## src/rtl/fp_isqrt_nr_refine_if.sv

```systemverilog
// fp_isqrt_nr_refine_if: operand/result handshake bundle for fp_isqrt_nr_refine.
//   in_valid/in_ready : operand pair handshake (din_x = x, din_y = seed y0)
//   out_valid/out_ready: result handshake (dout = refined 1/sqrt(x), dout_err = x <= 0)
//   master: upstream/downstream side, slave: the refinement block.
interface fp_isqrt_nr_refine_if #(
    parameter int unsigned WI  = 10,
    parameter int unsigned WF  = 10,
    parameter int unsigned WIO = 10,
    parameter int unsigned WFO = 10
);
    logic                        in_valid;
    logic                        in_ready;
    logic signed [WI+WF-1:0]     din_x;
    logic signed [WIO+WFO-1:0]   din_y;
    logic                        out_valid;
    logic                        out_ready;
    logic signed [WIO+WFO-1:0]   dout;
    logic                        dout_err;

    modport master (
        output in_valid, din_x, din_y, out_ready,
        input  in_ready, out_valid, dout, dout_err
    );

    modport slave (
        input  in_valid, din_x, din_y, out_ready,
        output in_ready, out_valid, dout, dout_err
    );
endinterface

```

## src/rtl/fp_isqrt_nr_refine.sv

```systemverilog
// fp_isqrt_nr_refine: Newton-Raphson refinement of a coarse 1/sqrt(x) seed,
// y <- y*(1.5 - 0.5*x*y^2), ITER iterations on one shared multiplier.
// Ports:
//   CLK  : clock, rising edge
//   nRST : synchronous active-low reset
//   CE   : clock enable, all registers hold when low
//   bus  : fp_isqrt_nr_refine_if.slave (in_valid/in_ready/din_x/din_y,
//          out_valid/out_ready/dout/dout_err)
// Build option: define ISQRT_NR_ROUND_EN to round half-up on the final
// reduction to WFO fraction bits; otherwise the result is truncated.
module fp_isqrt_nr_refine #(
    parameter int unsigned WI   = 10,
    parameter int unsigned WF   = 10,
    parameter int unsigned WIO  = 10,
    parameter int unsigned WFO  = 10,
    parameter int unsigned GB   = 4,
    parameter int unsigned ITER = 1
) (
    input  logic               CLK,
    input  logic               nRST,
    input  logic               CE,
    fp_isqrt_nr_refine_if.slave bus
);
    localparam int unsigned XW = WI + WF;           // x width
    localparam int unsigned FP = WFO + GB;          // internal fraction bits
    localparam int unsigned W  = WIO + FP;          // internal y/p width
    localparam int unsigned OW = WIO + WFO;         // output width
    localparam int unsigned AW = (XW > W) ? XW : W; // multiplier A width
    localparam int unsigned PW = AW + W;            // full product width
    localparam int unsigned CW = 3;                 // iteration counter width

    localparam logic [CW-1:0]        ITER_C    = CW'(ITER);
    localparam logic [W-1:0]         SAT_MAX_W = {1'b0, {(W-1){1'b1}}};
    localparam logic signed [PW-1:0] SAT_MAX_P = PW'(SAT_MAX_W);
    localparam logic signed [W-1:0]  ONE_P5    = W'(3) << (FP - 1);

    typedef enum logic [2:0] {IDLE, SQ, MX, SUB, MY, OUT} state_t;

    state_t                 state, state_d;
    logic signed [XW-1:0]   x_q, x_d;
    logic signed [W-1:0]    y_q, y_d, p_q, p_d;
    logic [CW-1:0]          cnt_q, cnt_d, cnt_inc;
    logic                   out_valid_q;
    logic [OW-1:0]          dout_q, dout_d;
    logic                   err_q, err_d;

    logic signed [AW-1:0]   mul_a;
    logic signed [W-1:0]    mul_b;
    logic signed [PW-1:0]   prod, prod_sh;
    logic signed [W:0]      sub_v;
    logic signed [W-1:0]    res;
    logic [OW-1:0]          red;

    // Clamp negatives to 0 and saturate to the largest positive internal value.
    function automatic logic signed [W-1:0] sat_w(input logic signed [PW-1:0] v);
        if (v[PW-1])
            return '0;
        else if (v > SAT_MAX_P)
            return SAT_MAX_W;
        else
            return W'(v);
    endfunction

    // Shared multiplier: SQ y*y, MX x*p, MY y*p; SUB uses the subtractor.
    always_comb begin
        mul_a   = (state == MX) ? AW'(x_q) : AW'(y_q);
        mul_b   = (state == SQ) ? y_q : p_q;
        prod    = PW'(mul_a) * PW'(mul_b);
        prod_sh = (state == MX) ? (prod >>> WF) : (prod >>> FP);
        sub_v   = (W+1)'(ONE_P5) - (W+1)'(p_q >>> 1);
        res     = sat_w((state == SUB) ? PW'(sub_v) : prod_sh);
    end

    // Final reduction of the new y to WFO fraction bits.
`ifdef ISQRT_NR_ROUND_EN
    localparam logic [W:0]    RND_HALF = (W+1)'(1) << (GB - 1);
    localparam logic [OW-1:0] SAT_OUT  = {1'b0, {(OW-1){1'b1}}};
    logic [OW:0] red_wide;
    always_comb begin
        red_wide = (OW+1)'(({1'b0, res} + RND_HALF) >> GB);
        red      = (red_wide[OW] | red_wide[OW-1]) ? SAT_OUT : red_wide[OW-1:0];
    end
`else
    always_comb begin
        red = OW'(res >> GB);
    end
`endif

    // Next-state and datapath update.
    always_comb begin
        state_d = state;
        x_d     = x_q;
        y_d     = y_q;
        p_d     = p_q;
        cnt_d   = cnt_q;
        dout_d  = dout_q;
        err_d   = err_q;
        cnt_inc = cnt_q + CW'(1);
        case (state)
            IDLE: begin
                if (bus.in_valid) begin
                    x_d   = bus.din_x;
                    y_d   = {bus.din_y, {GB{1'b0}}};
                    cnt_d = '0;
                    if (bus.din_x[XW-1] || (bus.din_x == '0)) begin
                        state_d = OUT;
                        dout_d  = '0;
                        err_d   = 1'b1;
                    end else begin
                        state_d = SQ;
                    end
                end
            end
            SQ: begin
                p_d     = res;
                state_d = MX;
            end
            MX: begin
                p_d     = res;
                state_d = SUB;
            end
            SUB: begin
                p_d     = res;
                state_d = MY;
            end
            MY: begin
                y_d   = res;
                cnt_d = cnt_inc;
                if (cnt_inc < ITER_C) begin
                    state_d = SQ;
                end else begin
                    state_d = OUT;
                    dout_d  = red;
                    err_d   = 1'b0;
                end
            end
            OUT: begin
                if (bus.out_ready)
                    state_d = IDLE;
            end
            default: state_d = IDLE;
        endcase
    end

    // State and datapath registers.
    always_ff @(posedge CLK) begin
        if (!nRST) begin
            state       <= IDLE;
            x_q         <= '0;
            y_q         <= '0;
            p_q         <= '0;
            cnt_q       <= '0;
            out_valid_q <= 1'b0;
            dout_q      <= '0;
            err_q       <= 1'b0;
        end else if (CE) begin
            state       <= state_d;
            x_q         <= x_d;
            y_q         <= y_d;
            p_q         <= p_d;
            cnt_q       <= cnt_d;
            out_valid_q <= (state_d == OUT);
            dout_q      <= dout_d;
            err_q       <= err_d;
        end
    end

    // in_ready is dropped immediately while reset is held.
    assign bus.in_ready  = (state == IDLE) && nRST;
    assign bus.out_valid = out_valid_q;
    assign bus.dout      = dout_q;
    assign bus.dout_err  = err_q;
endmodule
```

## src/flat_wrapper.sv

```systemverilog
// flat-port wrapper written by rule: the top's interface ports become plain ports
module fp_isqrt_nr_refine_flat 
#(
    parameter int unsigned WI   = 10,
    parameter int unsigned WF   = 10,
    parameter int unsigned WIO  = 10,
    parameter int unsigned WFO  = 10,
    parameter int unsigned GB   = 4,
    parameter int unsigned ITER = 1
)
  (CLK, nRST, CE, bus_in_valid, bus_din_x, bus_din_y, bus_out_ready, bus_in_ready, bus_out_valid, bus_dout, bus_dout_err);
  fp_isqrt_nr_refine_if #(.WI(WI), .WF(WF), .WIO(WIO), .WFO(WFO)) bus_i ();
  input  logic CLK;
  input  logic nRST;
  input  logic CE;
  input wire logic [$bits(bus_i.in_valid)-1:0] bus_in_valid;
  input wire logic [$bits(bus_i.din_x)-1:0] bus_din_x;
  input wire logic [$bits(bus_i.din_y)-1:0] bus_din_y;
  input wire logic [$bits(bus_i.out_ready)-1:0] bus_out_ready;
  output wire logic [$bits(bus_i.in_ready)-1:0] bus_in_ready;
  output wire logic [$bits(bus_i.out_valid)-1:0] bus_out_valid;
  output wire logic [$bits(bus_i.dout)-1:0] bus_dout;
  output wire logic [$bits(bus_i.dout_err)-1:0] bus_dout_err;
  assign bus_i.in_valid = bus_in_valid;
  assign bus_i.din_x = bus_din_x;
  assign bus_i.din_y = bus_din_y;
  assign bus_i.out_ready = bus_out_ready;
  assign bus_in_ready = bus_i.in_ready;
  assign bus_out_valid = bus_i.out_valid;
  assign bus_dout = bus_i.dout;
  assign bus_dout_err = bus_i.dout_err;
  fp_isqrt_nr_refine #(.WI(WI), .WF(WF), .WIO(WIO), .WFO(WFO), .GB(GB), .ITER(ITER)) u_core (.CLK(CLK), .nRST(nRST), .CE(CE), .bus(bus_i));
endmodule
```

## config.mk

```make
export PLATFORM = sky130hd
export DESIGN_NAME = fp_isqrt_nr_refine_flat
export DESIGN_NICKNAME = d
export VERILOG_FILES = /design/src/rtl/fp_isqrt_nr_refine_if.sv /design/src/rtl/fp_isqrt_nr_refine.sv /design/src/flat_wrapper.sv
export SDC_FILE = /design/constraint.sdc
export NUM_CORES = 2
export LEC_CHECK = 0
export ABC_AREA = 1
export CAP_MARGIN = 20
export CORE_MARGIN = 3
export CORE_UTILIZATION = 30
export CTS_BUF_LIST = sky130_fd_sc_hd__clkbuf_4
export CTS_CLUSTER_SIZE = 24
export DETAILED_ROUTE_END_ITERATION = 10
export RECOVER_POWER = 50
export SKIP_CTS_REPAIR_TIMING = 1
export SLEW_MARGIN = 0
export SYNTH_ARGS = -nofsm -noshare
export SYNTH_HDL_FRONTEND = slang
export SYNTH_SLANG_ARGS = --single-unit
```

## constraint.sdc

```tcl
create_clock -name CLK -period 10.2 [get_ports CLK]
set_input_delay 1.53 -clock CLK [delete_from_list [all_inputs] [get_ports CLK]]
set_output_delay 1.53 -clock CLK [all_outputs]
set_load 0.01 [all_outputs]
```

==> results by group <==
Synthesis
  • Number of library cell types mapped by synthesis: 46
  • Mean cell area of the mapped netlist: 7.85 um2
  • Most used flip-flop cell after synthesis: sky130_fd_sc_hd__dfxtp_1
  • Cell taking the most area after synthesis: sky130_fd_sc_hd__fa_1
  • Number of synthesized flops with an enable pin: 0
  • Sequential element share of the synthesized area: 0.0721
  • Flip-flop and latch count after synthesis: 96
  • Yosys top cell area share: 0.455
  • Count of mapped cells out of synthesis: 3394
  • Post-Syn Area: 26600 um2
  • Async set or reset register ratio after synthesis: 0
  • Synthesis warning total: 0
  • Leading cell types by total area after synthesis: sky130_fd_sc_hd__fa_1 (46%), sky130_fd_sc_hd__inv_1 (11%), sky130_fd_sc_hd__nand2_1 (8.0%), sky130_fd_sc_hd__dfxtp_1 (7.2%), sky130_fd_sc_hd__ha_1 (6.2%)
  • Post-synthesis net count: 4177

Global routing
  • Busiest grt layer: met2
  • Global router's overall resource usage: 0.194
  • GR Overflow Total: 0
  • Met1 track demand over resource in global routing: 0.267
  • Antenna violations before repair: 3
  • Maximum number of pins on one net before global-route repair: 64
  • Global-route wire length before repair: 140 mm
  • Global routing met2 resource utilization: 0.311
  • Number of global-route vias before repair: 23292
  • Met3 track demand over resource: 0.0303

Job
  • MaxCap Viol Count: 1

Placed design
  • Weighted congestion at the end of routability-driven global placement: 1.02
  • HPWL after detailed placement: 75.7 mm
  • Placed cell count: 4589
  • Count of buffers inserted at the top-level ports: 67

Drt
  • Routed vias: 22525
  • Post-Route WL: 88.5 mm
  • Count of routing violations after the opening detailed-route iteration: 1840
  • Post-route DRC violation count: 0
  • Routed len/inst: 19.2 um
  • Average via count per standard cell: 4.89
  • Number of iterations in the first detailed-routing pass: 6
  • Post-detailed-route count of antenna-violating nets: 0

Run status
  • Failing checks: max-capacitance violations, max-slew violations
  • Status: finished, violations left

Setup path
  • Arrival time at the worst endpoint: 9.91 ns
  • Crit-path max cell delay: 0.64 ns
  • Critical path start-end classification: flip-flop to flip-flop
  • Crit end category: flip-flop
  • Reg2reg path depth: 42
  • Max stage delay cell, worst path: sky130_fd_sc_hd__dfxtp_1
  • CP startpoint kind: flip-flop
  • Data required time of the critical path: 10.53 ns
  • Max FO, Critical Path: 23

Final layout
  • Commonest cells after routing, fill and taps aside: sky130_fd_sc_hd__inv_1 (787), sky130_fd_sc_hd__fa_1 (606), sky130_fd_sc_hd__nand2_1 (571)
  • Layout Cells excl Fill: 4607
  • Layout net count: 4229
  • Growth of design area from synthesis to finish: 9.96%
  • Share of post-route cells with drive strength above 1: 0.0542
  • Final standard cell utilization of the core: 0.335
  • Most frequent standard cell in the layout excluding fill and tap cells: sky130_fd_sc_hd__inv_1

STA
  • Total negative slack for setup checks: 0 ns
  • Setup violations, final: 0
  • Peak Freq: 104 MHz
  • Period minus WS final: 9.58 ns
  • Setup repair after global routing missed its margin: no
  • Pin slew with the least headroom to its limit: 2.35 ns
  • Final hold violation count: 0
  • Setup Skew: 0.0248 ns
  • Max-slew violations: 64
  • Crit share post-route: 0.940
  • Max-slew headroom at the worst pin: -0.565

Clock tree
  • Clock slew seen by the registers of the worst setup and hold paths: 0.16 ns
  • Buffer cell driving the clock tree root: sky130_fd_sc_hd__clkbuf_4
  • CTS tree: built
  • Clock latency of the later-clocked register in the worst-skew pair: 0.47 ns
  • Total CTS buffers: 9
  • H-tree levels: 3
  • Number of clock sinks: 96
  • Number of buffers on the longest clock path: 2

Min path
  • Number of cells on the worst hold path: 2
  • HP Class: flip-flop to flip-flop

Pwr
  • Ratio of total power to cell area: 172 nW/um2
  • Leakage power: 0.0141 uW
  • Worst vdd ir: 0.441 mV

Floorplanning
  • Die area: 92400 um2
  • Core Rows: 108
  • Floorplan die height: 304 um
  • Die X-Extent: 304 um
  • Initial standard-cell utilization of the core: 0.305
  • Boundary pin count: 68
  • Placeable core area: 87400 um2
## cells in the mapped netlist, types with 2 or more instances
master and count:
sky130_fd_sc_hd__nor3_1 20, sky130_fd_sc_hd__clkinv_1 10, sky130_fd_sc_hd__nand3_2 12, sky130_fd_sc_hd__nor2_1 413, sky130_fd_sc_hd__a31oi_1 6, sky130_fd_sc_hd__ha_1 132
sky130_fd_sc_hd__nand2_4 13, sky130_fd_sc_hd__buf_2 5, sky130_fd_sc_hd__nand4_1 4, sky130_fd_sc_hd__inv_2 3, sky130_fd_sc_hd__inv_1 787, sky130_fd_sc_hd__o211ai_1 8
sky130_fd_sc_hd__clkbuf_1 122, sky130_fd_sc_hd__nand3_1 89, sky130_fd_sc_hd__o21ai_1 24, sky130_fd_sc_hd__nand2_2 19, sky130_fd_sc_hd__nor3b_1 2, sky130_fd_sc_hd__nand3b_1 10
sky130_fd_sc_hd__fa_1 606, sky130_fd_sc_hd__dfxtp_1 96, sky130_fd_sc_hd__nor4_1 6, sky130_fd_sc_hd__xor2_1 23, sky130_fd_sc_hd__nand2_1 571, sky130_fd_sc_hd__o31ai_1 3
sky130_fd_sc_hd__o21bai_1 2, sky130_fd_sc_hd__buf_1 4, sky130_fd_sc_hd__xnor2_1 16, sky130_fd_sc_hd__a21oi_1 184, sky130_fd_sc_hd__o21a_1 7, sky130_fd_sc_hd__buf_6 3
sky130_fd_sc_hd__a21o_1 11, sky130_fd_sc_hd__or2_2 5, sky130_fd_sc_hd__o21ai_0 162, sky130_fd_sc_hd__and3_1 4
## flip-flops by register name, indices dropped and copies added (netlist names)
name,count
u_core.y_q,24
u_core.cnt_q,3
u_core.p_q,24
u_core.bus.dout_err,1
u_core.bus.out_valid,1
u_core.state,3
u_core.bus.dout,20
u_core.x_q,20
## metrics by stage
stage | worst slack [ns] | hold slack [ns] | total power (uW) | cell area [um2]
2_1_floorplan | 2.08 | 0.430 | 3340 | 26600
3_3_place_gp | 0.778 | 0.430 | 4740 | 29100
3_5_place_dp | 0.806 | 0.429 | 4740 | 29100
4_1_cts | 0.776 | 0.454 | 5050 | 29300
5_1_grt | 0.0778 | 0.489 | 5490 | 29300
6_report | 0.617 | 0.450 | 5040 | 29300
## critical path: cells and delay by family (launching register included)
family,cells,cell delay (ns)
adders and majority gates,8,3.99
buffers and inverters,13,1.89
and+or+nand+nor,15,1.66
AOI/OAI and AO/OA,6,1.25
DFF,1,0.64
## metal layers
| layer | up-vias | share of wire | routed length (um) |
|---|---|---|---|
| met3 | 166 | 0.079 | 7010 |
| li1 | 10143 | - | - |
| met4 | 2 | 0.041 | 3610 |
| met1 | 11242 | 0.42 | 37400 |
| met2 | 972 | 0.46 | 40400 |
| met5 | - | 0.00017 | 15 |
## worst paths after layout
| kind | start | end | slack, ns |
|---|---|---|---|
| max | u_core.state[0] | u_core.p_q[7] | 0.62 |
| max reg2reg | u_core.state[0] | u_core.p_q[7] | 0.62 |
| min reg2reg | u_core.bus.dout[19] | u_core.bus.dout[19] | 0.45 |
| min | u_core.bus.dout[19] | u_core.bus.dout[19] | 0.45 |
## power breakdown
group          total, uW  internal [uW]  switching (uW)
sequential           452            415            37.2
combinational       4330           1450            2870
clock                260            124             135
## final cells by class
cell class | count | area (um2)
tap | 1155 | 1450
timing repair buffer | 177 | 1550
clock inverter | 7 | 120
antenna | 1 | 2.50
clock buffer | 9 | 67.6
fill | 9248 | 58100
sequential | 96 | 1920
inverter | 801 | 3010
multi-input combinational | 2361 | 21200
## cell families (layout without fill, tap and decap cells)
group | count (synthesis) | after routing | synth area share
AOI/OAI and AO/OA | 413 | 413 | 0.0815
xor gates and xnor gates | 39 | 39 | 0.0128
adders and majority gates | 738 | 738 | 0.517
buffers and inverters | 937 | 994 | 0.134
DFF | 96 | 96 | 0.0721
other | 0 | 1 | 0
and+or+nand+nor | 1171 | 1171 | 0.183
Power figures use the tool's default switching activity.
